[src/rtl/cipher_cfg_sequencer.sv]
// Byte-wide host loader for the stream cipher's serial config chain; gates keystream enables during a load.
// Optional readback of the outgoing chain bits is compiled in with `define CFG_READBACK_EN.
module cipher_cfg_sequencer #(
    parameter int CFG_BITS = 259,
    parameter int NBYTES   = 33
) (
    input  logic       clk,
    input  logic       rst,
    input  logic       start,
    input  logic       abort,
    input  logic       wr_valid,
    input  logic [7:0] wr_data,
    output logic       wr_ready,
    input  logic       tx_req,
    input  logic       rx_req,
    output logic       cfg_en,
    output logic       cfg_i,
    input  logic       cfg_o,
    output logic       tx_en,
    output logic       rx_en,
    output logic       busy,
    output logic       done,
    output logic       err,
    output logic       rd_valid,
    output logic [7:0] rd_data
);
    localparam int CNT_W = $clog2(CFG_BITS + 1);
    localparam int BC_W  = $clog2(NBYTES + 1);

    typedef enum logic [1:0] {S_IDLE, S_LOAD, S_DRAIN, S_RUN} state_t;

    state_t           state_q, state_d;
    logic [7:0]       sh_q, sh_d;
    logic [3:0]       sh_cnt_q, sh_cnt_d;
    logic [7:0]       hold_q, hold_d;
    logic             hold_vld_q, hold_vld_d;
    logic [CNT_W-1:0] bit_cnt_q, bit_cnt_d;
    logic [BC_W-1:0]  byte_cnt_q, byte_cnt_d;
    logic             err_q, err_d;
    logic             tx_en_q, tx_en_d;
    logic             rx_en_q, rx_en_d;
    logic             accept, nb_vld, load_start, last_bit;
    logic [7:0]       nb;

    always_comb begin
        state_d    = state_q;
        sh_d       = sh_q;
        sh_cnt_d   = sh_cnt_q;
        hold_d     = hold_q;
        hold_vld_d = hold_vld_q;
        bit_cnt_d  = bit_cnt_q;
        byte_cnt_d = byte_cnt_q;
        err_d      = err_q;
        tx_en_d    = 1'b0;
        rx_en_d    = 1'b0;
        cfg_en     = 1'b0;
        cfg_i      = 1'b0;
        wr_ready   = 1'b0;
        busy       = 1'b0;
        done       = 1'b0;
        accept     = 1'b0;
        load_start = 1'b0;
        last_bit   = 1'b0;
        nb_vld     = 1'b0;
        nb         = hold_q;

        case (state_q)
            S_IDLE: begin
                if (!abort && start) load_start = 1'b1;
            end
            S_LOAD: begin
                busy       = 1'b1;
                wr_ready   = !hold_vld_q && (byte_cnt_q < BC_W'(NBYTES));
                accept     = wr_valid && wr_ready;
                if (accept) byte_cnt_d = byte_cnt_q + 1'b1;
                // Next byte comes from the holding reg, or straight off the port when it is empty.
                nb_vld     = hold_vld_q || accept;
                nb         = hold_vld_q ? hold_q : wr_data;
                if (sh_cnt_q != 4'd0) begin
                    cfg_en = 1'b1;
                    cfg_i  = sh_q[0];
                    if (sh_cnt_q == 4'd1 && nb_vld) begin
                        sh_d       = nb;
                        sh_cnt_d   = 4'd8;
                        hold_vld_d = 1'b0;
                    end else begin
                        sh_d     = {1'b0, sh_q[7:1]};
                        sh_cnt_d = sh_cnt_q - 4'd1;
                        if (accept) begin
                            hold_d     = wr_data;
                            hold_vld_d = 1'b1;
                        end
                    end
                end else if (nb_vld) begin
                    cfg_en     = 1'b1;
                    cfg_i      = nb[0];
                    sh_d       = {1'b0, nb[7:1]};
                    sh_cnt_d   = 4'd7;
                    hold_vld_d = 1'b0;
                end
                if (cfg_en) begin
                    bit_cnt_d = bit_cnt_q + 1'b1;
                    if (bit_cnt_q == CNT_W'(CFG_BITS - 1)) begin
                        last_bit   = 1'b1;
                        state_d    = S_DRAIN;
                        sh_cnt_d   = 4'd0;
                        hold_vld_d = 1'b0;
                    end
                end
                if (abort) begin
                    state_d    = S_IDLE;
                    err_d      = 1'b1;
                    sh_cnt_d   = 4'd0;
                    hold_vld_d = 1'b0;
                end
            end
            S_DRAIN: begin
                busy = 1'b1;
                if (abort) begin
                    state_d = S_IDLE;
                    err_d   = 1'b1;
                end else begin
                    done    = 1'b1;
                    state_d = S_RUN;
                end
            end
            S_RUN: begin
                if (abort) begin
                    state_d = S_IDLE;
                end else if (start) begin
                    load_start = 1'b1;
                end else begin
                    tx_en_d = tx_req;
                    rx_en_d = rx_req;
                end
            end
            default: state_d = S_IDLE;
        endcase

        if (load_start) begin
            state_d    = S_LOAD;
            err_d      = 1'b0;
            bit_cnt_d  = '0;
            byte_cnt_d = '0;
            sh_cnt_d   = 4'd0;
            hold_vld_d = 1'b0;
        end
    end

    always_ff @(posedge clk) begin
        if (rst) begin
            state_q    <= S_IDLE;
            sh_cnt_q   <= 4'd0;
            hold_vld_q <= 1'b0;
            bit_cnt_q  <= '0;
            byte_cnt_q <= '0;
            err_q      <= 1'b0;
            tx_en_q    <= 1'b0;
            rx_en_q    <= 1'b0;
        end else begin
            state_q    <= state_d;
            sh_cnt_q   <= sh_cnt_d;
            hold_vld_q <= hold_vld_d;
            bit_cnt_q  <= bit_cnt_d;
            byte_cnt_q <= byte_cnt_d;
            err_q      <= err_d;
            tx_en_q    <= tx_en_d;
            rx_en_q    <= rx_en_d;
        end
    end

    // Byte payload registers are qualified by sh_cnt_q / hold_vld_q, so they need no reset.
    always_ff @(posedge clk) begin
        sh_q   <= sh_d;
        hold_q <= hold_d;
    end

    assign tx_en = tx_en_q;
    assign rx_en = rx_en_q;
    assign err   = err_q;

`ifdef CFG_READBACK_EN
    localparam int REM = CFG_BITS % 8;

    logic [7:0] cap_q, cap_d;
    logic [2:0] cap_cnt_q, cap_cnt_d;
    logic       rd_valid_q, rd_valid_d;
    logic [7:0] rd_data_q, rd_data_d;

    always_comb begin
        cap_d      = cap_q;
        cap_cnt_d  = cap_cnt_q;
        rd_valid_d = 1'b0;
        rd_data_d  = rd_data_q;
        if (load_start || abort) begin
            cap_d     = 8'd0;
            cap_cnt_d = 3'd0;
        end else if (cfg_en) begin
            cap_d     = {cfg_o, cap_q[7:1]};
            cap_cnt_d = cap_cnt_q + 3'd1;
            if (cap_cnt_q == 3'd7) begin
                rd_valid_d = 1'b1;
                rd_data_d  = cap_d;
            end else if (last_bit) begin
                // Partial final byte: right-justify the captured bits, zeros above.
                rd_valid_d = 1'b1;
                rd_data_d  = cap_d >> (8 - REM);
            end
        end
    end

    always_ff @(posedge clk) begin
        if (rst) begin
            cap_q      <= 8'd0;
            cap_cnt_q  <= 3'd0;
            rd_valid_q <= 1'b0;
            rd_data_q  <= 8'd0;
        end else begin
            cap_q      <= cap_d;
            cap_cnt_q  <= cap_cnt_d;
            rd_valid_q <= rd_valid_d;
            rd_data_q  <= rd_data_d;
        end
    end

    assign rd_valid = rd_valid_q;
    assign rd_data  = rd_data_q;
`else
    logic unused_cfg_o;
    assign unused_cfg_o = cfg_o;
    assign rd_valid     = 1'b0;
    assign rd_data      = 8'd0;
`endif

endmodule

[config.mk]
export PLATFORM = sky130hd
export DESIGN_NAME = cipher_cfg_sequencer
export DESIGN_NICKNAME = d
export VERILOG_FILES = /design/src/rtl/cipher_cfg_sequencer.sv
export SDC_FILE = /design/constraint.sdc
export NUM_CORES = 1
export LEC_CHECK = 0
export ABC_AREA = 1
export CAP_MARGIN = 20
export CORE_ASPECT_RATIO = 0.5
export CORE_MARGIN = 5
export CORE_UTILIZATION = 54
export DETAILED_ROUTE_END_ITERATION = 10
export MAX_ROUTING_LAYER = met4
export PLACE_DENSITY = 0.79
export SKIP_CTS_REPAIR_TIMING = 1
export SLEW_MARGIN = 20
export SYNTH_ARGS = -nofsm -noshare
export SYNTH_HDL_FRONTEND = slang
export SYNTH_SLANG_ARGS = --single-unit
[constraint.sdc]
create_clock -name clk -period 2.36 [get_ports clk]
set_clock_uncertainty 0.1 [all_clocks]
set_input_delay 0.472 -clock clk [delete_from_list [all_inputs] [get_ports clk]]
set_output_delay 0.472 -clock clk [all_outputs]
set_load 0.01 [all_outputs]
* Word level (Yosys, flattened, before mapping)
Cells that the tools add are included.
** Word-level totals
- Memories :: 0
- Bits of input ports :: 16
- Bits in latches :: 0
- ROM bits :: 0
- Memory bits (writable) :: 0
- Output and inout bits :: 17
- Logic and storage cells :: 89
- Flip-flop bits (word level) :: 41
** Operators by class
- Order comparisons :: 1
- Div/mod/pow operators :: 0
- Reductions and logical operators :: 22
- Multiply operators :: 0
- Multiplexer cells :: 39
- Add/sub/neg operators :: 3
- Equal/unequal tests :: 11
- Bitwise logic cells :: 2
- Shifts and indexed selects :: 0
** Operators by type and width (number)
- 8-bit two-way mux :: 4
- 4-bit two-way mux :: 6
- 1-bit two-way mux :: 22
- 4-bit AND reduction :: 3
- 2-bit two-way mux :: 5
- 9-bit by 1-bit adder with 9-bit output, second input constant :: 1
- 9-bit == test, second input constant :: 1
- 3-bit != test, second input constant :: 3
- 4-bit != test, second input constant :: 2
- 2-bit AND reduction :: 4
- 4-bit nonzero test :: 2
- 6-bit by 1-bit adder with 6-bit output, second input constant :: 1
- 6-bit less-than comparator, second input constant :: 1
- 2-bit one-hot mux with 3 select lines :: 1
- 2-bit == test, second input constant :: 2
- 4-bit by 1-bit == test with 1-bit output, second input constant :: 1
- 1-bit logical AND :: 4
- 2-bit OR reduction :: 2
- 4-bit OR reduction :: 1
- 4-bit by 1-bit subtractor with 4-bit output, second input constant :: 1
- 3-bit nonzero test :: 1
- 2-bit by 1-bit == test with 1-bit output, second input constant :: 1
- 1-bit logical NOT :: 2
- 2-bit logical NOT :: 1
- other kinds (5) :: 6

* Depth between registers and ports, before layout
Gate-level depths: netlist (run 1).
- Depth in word-level cells :: 11
- Depth in mapped cells :: 14
- Depth with buffers taken out :: 14

* Worst setup path before layout (run 1)
OpenSTA, ideal clock, no wires.
- Kind :: reg-to-reg
- Start point :: register state_q[1]
- End point :: register hold_q[0], enable pin
- Library setup time :: 370 ps
- Buffers on the path :: 0
- Slack :: 320 ps
- Stages on the path, launching flop included :: 7
- Required time :: 1890 ps
- Period minus slack after synthesis :: 2040 ps
- Arrival time :: 1569 ps
- Cells stage by stage :: dfxtp_1 -> inv_1 -> ha_1 -> inv_1 -> nor2_2 -> nand2_4 -> nor2_1
** On the way
- Cells in the longest elaborated chain, start to end :: 2
** RTL lines
- start: declaration :: RTL line 32 : state_t state_q, state_d;
- start signal: assignment :: RTL line 161 : state_q <= state_d;
- 2-bit by 1-bit == test with 1-bit output :: RTL line 67 : case (state_q)
- 4-bit AND reduction (no line)
- end signal: assignment :: RTL line 175 : hold_q <= hold_d;
- end: declaration :: RTL line 35 : logic [7:0] hold_q, hold_d;
No other way between the ends.
A chain may end at the register's enable or synchronous reset.

* Worst setup path in the final report (run 1)
- Start point :: input abort
- End point :: output done
** On the way
- Cells in the longest elaborated chain, start to end :: 2
** RTL lines
- start: declaration :: RTL line 10 : input logic abort,
- 1-bit two-way mux :: RTL line 119 : if (abort) begin
- 1-bit two-way mux :: RTL line 67
- end: declaration :: RTL line 22 : output logic done,
No other way between the ends.

==> summary.txt, run 1 <==
Setup path
  • Data arrival time of the worst path: approximately 1.7 ns
  • Ordered cell list for the critical path: clkdlybuf4s50_1 -> inv_2 -> nand2_1 -> inv_1 -> clkdlybuf4s50_1
  • Crit-path most repeated cell: clkdlybuf4s50_1
  • Number of cells on the worst reg-to-reg path: 8
  • Critical path buffer and inverter count: 4
  • Cell with the largest stage delay on the worst path: clkdlybuf4s50_1
  • Largest fanout on the critical path: 3
  • Crit path from: abort
  • Startpoint-to-endpoint class of the critical path: in2out
  • Worst Setup End Kind: output port
  • Total number of cells along the worst setup path: 5
  • Largest stage delay, worst path: 0.53 ns
  • Family with the most delay on the worst path: buffers and inverters
  • Critical path startpoint category: primary input
  • Critical path data required time: 1.79 ns
  • FF-to-FF Start: sh_cnt_q[0]

Cells and area
  • Count of nets after finishing: 336
  • Post-layout utilization of the core: 68.4%
  • Area growth syn-to-layout: 19.0%
  • Number of diodes added for antenna fixing: 0
  • Final std cells w/o fill: 364
  • Share of cells above drive strength 1: approximately 16%

Drt
  • 1st-iter DRT viols: between 60 and 70
  • Highest Signal Layer: met4
  • Total wirelength of the detailed-routed design: 4.75 mm
  • Routed vias/inst: between 5 and 6
  • Met1 wire length: 2.24 mm
  • First-pass detailed-route iteration total: 4
  • Avg WL per Cell: around 13 µm
  • Detailed-route DRC error count: 0
  • Met2 Wirelength: 2.19 mm
  • Total number of vias: 1,868
  • Routed wl met3: roughly 260 µm
  • DRT antenna net count: 0

Min path
  • Hold WC Path Type: reg2reg
  • Hold path cells: 2
  • Critical hold path startpoint: bit_cnt_q[6]

GRT
  • Via count of the first global-routing pass: 1,870
  • Antenna violations before repair: 0
  • Maximum number of pins on one net before global-route repair: 20
  • Remaining Overflow, GRT: 0
  • Wire length of the first global-routing pass: roughly 8 mm
  • Overall routing resource usage: 18.1%

Logic synthesis
  • #FFs+latches synth: ~40
  • Cell area after synthesis: 2310 µm²
  • Gate count after technology mapping: about 270
  • Sequential element share of the synthesized area: 42.4%
  • Most repeated cell in the gate-level netlist after synthesis: nand2_1
  • Top cell type's share of synthesized area: 21.6%
  • Top cell type by total area after synthesis: dfxtp_1
  • Number of distinct standard cells referenced by the synthesized netlist: 39
  • Number of enable-type register cells in the synthesized netlist: 16
  • Leading cell types by count after synthesis: nand2_1, inv_1, dfxtp_1, nor2_1, a21oi_1
  • Share of flip-flops with an asynchronous set or reset: 0%
  • Synthesis Warnings: 0
  • Top flip-flop cell by instance count after synthesis: dfxtp_1
  • Largest cells by area after synthesis: dfxtp_1, edfxtp_1, nand2_1, ha_1, inv_1
  • Syn Area/Cell: 8.66 µm²

Die
  • Number of rows in the core area: 16
  • Ports placed on the boundary: 33
  • Core area: between 4000 and 5000 µm²
  • Die Wd: 103 µm
  • Die boundary height: 56.3 µm
  • Initial cell density of the core: between 50% and 60%
  • Total Die Area: 5770 µm²

Placed design
  • Post-Place Cells: 356
  • Final weighted congestion in routability-driven placement: 0.864
  • Number of buffers added on ports: 22
  • Post-detailed-placement half-perimeter wirelength: 3.63 mm

Clock network
  • Clock tree from TritonCTS: yes
  • CTS H-tree depth: 2
  • Clock Pin Slew Worst Setup and Hold Paths: 0.07 ns
  • CTS max path bufs: 2
  • Clock root cell: clkbuf_8
  • Clock net sink count: 41
  • Clock insertion delay at the later pin of the skew report: around 0.29 ns
  • Clock buffers created by TritonCTS: 5

STA
  • Final setup vio count: 0
  • Time the final worst path needs with I/O delays and setup: approximately 2.2 ns
  • Share of the cycle needed by the critical path after routing: 94.3%
  • Maximum clock rate: 449 MHz
  • Number of pins with negative max-slew slack in the final report: 0
  • Post-Route Setup TNS: 0 ns
  • Worst Hold Margin: 0.383 ns
  • Final hold violation count: 0
  • Unrepaired setup endpoints after global routing: yes

Power
  • VDD IR-drop max: approximately 0.00030 V
  • Leak Pwr: about 1.1 nW
  • Pwr Density: 664 nW/µm²

Run status
  • Status: complete, no violations

Flow run
  • Max-capacitance violation count: 0
worst reg2reg max path: stages, from the launching register on:
cell and delay [ns]:
dfxtp_2 0.35, inv_1 0.06, ha_1 0.19, nor3b_4 0.17, buf_4 0.15, inv_2 0.22, nand2_1 0.13, nor2_1 0.16
buf_4 0.19
cells by family after synthesis:
| logic type | Yosys count | synth area share, % |
|---|---|---|
| xor+xnor | 5 | 1.89 |
| simple gates | 104 | 23.6 |
| other cells | 1 | 0.162 |
| flops | 41 | 42.4 |
| mux | 8 | 3.46 |
| compound gates | 52 | 13.0 |
| buf+inv | 45 | 9.47 |
| fa+ha+maj | 11 | 5.95 |
through the flow:
step	area [µm²]	power (mW)	setup slack (ns)
2_1_floorplan	2340	1.20	0.320
3_3_place_gp	2670	1.38	-0.133
3_5_place_dp	2670	1.40	-0.132
4_1_cts	2750	1.84	-0.298
5_1_grt	2750	1.95	-0.0205
6_report	2750	1.83	0.135
cell type report:
cell class,count,area [µm²]
Timing Repair Buffer,40,348
Inverter,32,123
Fill cell,317,1270
Clock buffer,6,72.6
Tap cell,54,67.6
Multi-Input combinational cell,189,1150
Clock inverter,2,10.0
Sequential cell,41,982
sequential cells by signal, indices dropped and copies added (netlist names), 2 cells and up:
register,count
sh_cnt_q,4
hold_q,8
bit_cnt_q,9
sh_q,8
state_q,2
byte_cnt_q,6
metal layers:
metal,up-vias,track usage [%]
met2,37,30.0
li1,969,-
met1,854,21.1
met5,-,-
met3,8,5.19
met4,0,5.79
cell usage in the layout, fill, tap and decap left out, types with 2 or more instances in the layout:
master | netlist | layout
nand2_1 | 45 | 44
inv_1 | 28 | 28
dfxtp_1 | 25 | 24
nor2_1 | 21 | 21
clkdlybuf4s50_1 | 0 | 19
a21oi_1 | 18 | 18
buf_4 | 10 | 18
edfxtp_1 | 16 | 16
o21ai_0 | 14 | 14
nand3_1 | 11 | 11
ha_1 | 11 | 11
conb_1 | 1 | 9
mux2i_1 | 8 | 8
o211ai_1 | 7 | 7
nand4_1 | 5 | 5
clkbuf_8 | 0 | 5
xor2_1 | 4 | 4
nand2_2 | 2 | 3
nand2_4 | 3 | 3
inv_2 | 3 | 3
a21oi_2 | 3 | 3
nor2_4 | 2 | 3
o21ai_1 | 3 | 3
a31oi_1 | 3 | 3
nand3_4 | 2 | 2
nor2_2 | 3 | 2
o21a_1 | 2 | 2
nor3_1 | 2 | 2
nor4_1 | 2 | 2
clkinv_2 | 0 | 2
report_power, final:
| group | total (mW) | internal (mW) | switching [mW] | leakage [nW] |
|---|---|---|---|---|
| logic | 0.571 | 0.237 | 0.335 | 0.691 |
| clock network | 0.439 | 0.205 | 0.234 | 0.0450 |
| registers | 0.818 | 0.790 | 0.0285 | 0.347 |
| total | 1.83 | 1.23 | 0.598 | 1.08 |
path summary, 6_finish.rpt:
| kind | end | slack (ns) |
|---|---|---|
| setup / recovery | done | 0.14 |
| hold / removal | bit_cnt_q[6] | 0.38 |
| setup reg to reg | hold_q[6] | 0.36 |
| hold reg to reg | bit_cnt_q[6] | 0.38 |
No activity file was read; power rests on OpenSTA's default activity.
==> inputs of run 2 (changes only) <==
--- a/config.mk
+++ b/config.mk
@@ -11,6 +11,7 @@
 export CORE_MARGIN = 5
 export CORE_UTILIZATION = 54
 export DETAILED_ROUTE_END_ITERATION = 10
+export HOLD_SLACK_MARGIN = 0.08
 export MAX_ROUTING_LAYER = met4
 export PLACE_DENSITY = 0.79
 export SKIP_CTS_REPAIR_TIMING = 1
==> results of run 2 <==
Final layout, timing and power as in run 1 (identical DEF).
==> RTL edit, RTL diff (config.mk and constraints of run 2) <==
Build with the macro `CFG_READBACK_EN` defined.
--- a/src/rtl/cipher_cfg_sequencer.sv
+++ b/src/rtl/cipher_cfg_sequencer.sv
@@ -1,4 +1,6 @@
 // Byte-wide host loader for the stream cipher's serial config chain; gates keystream enables during a load.
 // Optional readback of the outgoing chain bits is compiled in with `define CFG_READBACK_EN.
+`define CFG_READBACK_EN
+
 module cipher_cfg_sequencer #(
     parameter int CFG_BITS = 259,
Function: changed (a bounded check fails within 10 cycles, from zero or initial values and one cycle with rst high).
==> RTL edit against run 2 <==
- setup slack worse by 0.065 ns
- non-clock buffer count rose by 12
- synthesized cell count increased by 42%
- total power is 57% higher
- sequential cell count increased by 19
- synthesized area increased by 29%
- routed wire length grew 40%
- cell area up 33%
- critical endpoint is now cfg_en
- largest cell class unchanged
==> RTL edit: results (changes against run 2) <==
die:
  core-area_um2: 5420  # +35%
final_layout:
  buf_share: 0.1275  # +0.001164
  num-multi-input-gates: 276  # +46%
  inv_count: 33  # +3.1%
  multi_input_area_share: 0.3901  # -0.02760
  regArea_um2: 1361  # +39%
  fillers: 439  # +38%
  regMostFlops: "bit_cnt_q"
  num-nets-final: 461  # +37%
  drive_gt1_frac: 0.1281  # -0.03314
  multi_input_area_um2: 1424  # +24%
  clkCellAreaFrac: 0.04902  # +0.01902
  n_all_buffers: 52  # +30%
  clockBufferCount: 12  # +6
route:
  routed_wl_mm: 6.629  # +40%
  wire_per_inst_um: 13.00  # -0.31%
  wl_met3_um: 468  # +78%
  drtAntennaViolNets: 0  # unchanged
  drt_iter0_drc: 164  # +150%
  vias_per_cell: 5.225  # +1.8%
  wl_met2_mm: 3.142  # +43%
  first_pass_iters: 5  # +1
  topRoutingLayerUsed: "met4"
  met1_length_mm: 2.926  # +31%
grt:
  grt_max_degree: 26  # +30%
  use_met3: 0.08511  # +0.03319
  met2_usage: 0.3271  # +0.02709
  grt_first_pass_wirelength_mm: 11.29  # +41%
  met1_usage: 0.2315  # +0.02025
  grt_pass1_vias: 2526  # +35%
  grtUsageTotal: 0.2018  # +0.02113
cts:
  clkLatencyLatePin_ns: 0.35  # +0.06 ns
  cts_buffers: 9  # +4
  htree_num_levels: 3  # +1
place:
  pre_cts_ws_ns: -0.1269  # +0.004877 ns
  gp_congestion: 0.8594  # -0.56%
  hpwl_mm: 4.788  # +32%
  placed_cells_incl_taps: 494  # +39%
  io_buffers: 32  # +45%
  placed_cell_area_um2: 3468  # +30%
yosys:
  yosys-top-cells-count: "nand2_1 (103), a21oi_1 (44), dfxtp_1 (44)"
  seq_area_frac_synth: 0.4554  # +0.03118
  syn_inst: 379  # +42%
  synth_cell_type_count: 30  # -23%
  syn-num-nets: 408
  synthTopCellsByArea: "dfxtp_1 (29%), edfxtp_1 (16%), nand2_1 (13%), a21oi_1 (7.4%), ha_1 (5.4%)"
  ys_ff_latch: 60  # +46%
critical_path:
  timing.rr.start: "state_q[1]"
  crit_fanout: 5  # +2
  worstSetupStartpoint: "sh_cnt_q[1]"
power_and_ir_drop:
  p_int_mw: 1.921  # +56%
  ir_drop_mv: 0.5291  # +76%
  cellLeakagePower_nw: 1.497  # +38%
status:
  status: "finished, final reports clean"
worst_hold_path:
  hold_depth: 2  # unchanged
  min_from: "bit_cnt_q[8]"
==> RTL edit: changes by cell type in the layout (fill, tap and decap cells not counted), moves of 6 or more <==
| cell | run 2 | this run |
|---|---|---|
| a21oi_1 | 18 | 44 |
| nand3_1 | 11 | 27 |
| mux2i_1 | 8 | 1 |
| o211ai_1 | 7 | 1 |
| nor2_1 | 21 | 42 |
| conb_1 | 9 | 0 |
| dfxtp_1 | 24 | 44 |
| nand2_1 | 44 | 102 |
| clkdlybuf4s50_1 | 19 | 28 |
==> RTL edit: power by group through the flow <==
stage	logic [mW]	clock network (mW)	registers (mW)
floorplan	0.575	0	1.19
global placement	0.821	0	1.19
detailed placement	0.847	0	1.20
CTS	0.851	0.867	1.18
global route	0.942	0.936	1.18
finish	0.844	0.845	1.18
==> RTL edit: path summary, 6_finish.rpt <==
| check | endpoint | slack [ns] |
|---|---|---|
| max reg2reg | hold_q[7] | 0.38 |
| min reg2reg | bit_cnt_q[8] | 0.37 |
| max | cfg_en | 0.07 |
| min | bit_cnt_q[8] | 0.37 |
==> RTL edit: worst max-delay path, stage by stage (launching register included) <==
cell and delay, ns:
dfxtp_1 0.33, inv_1 0.11, ha_1 0.15, nor3b_4 0.32, nand3_4 0.12, nand2_4 0.08, buf_4 0.13, inv_6 0.03
clkbuf_2 0.11
==> RTL edit: kinds of logic (layout without fill, tap and decap cells) <==
kind of cell	Yosys count	in the layout	share of synthesized area
adders and majority gates	13	13	0.05442
muxes	2	2	0.007116
AOI/OAI and AO/OA	60	60	0.1063
xor gates and xnor gates	9	9	0.02637
and+or+nand+nor	192	192	0.2796
buffers and inverters	43	101	0.07074
DFF	60	60	0.4554
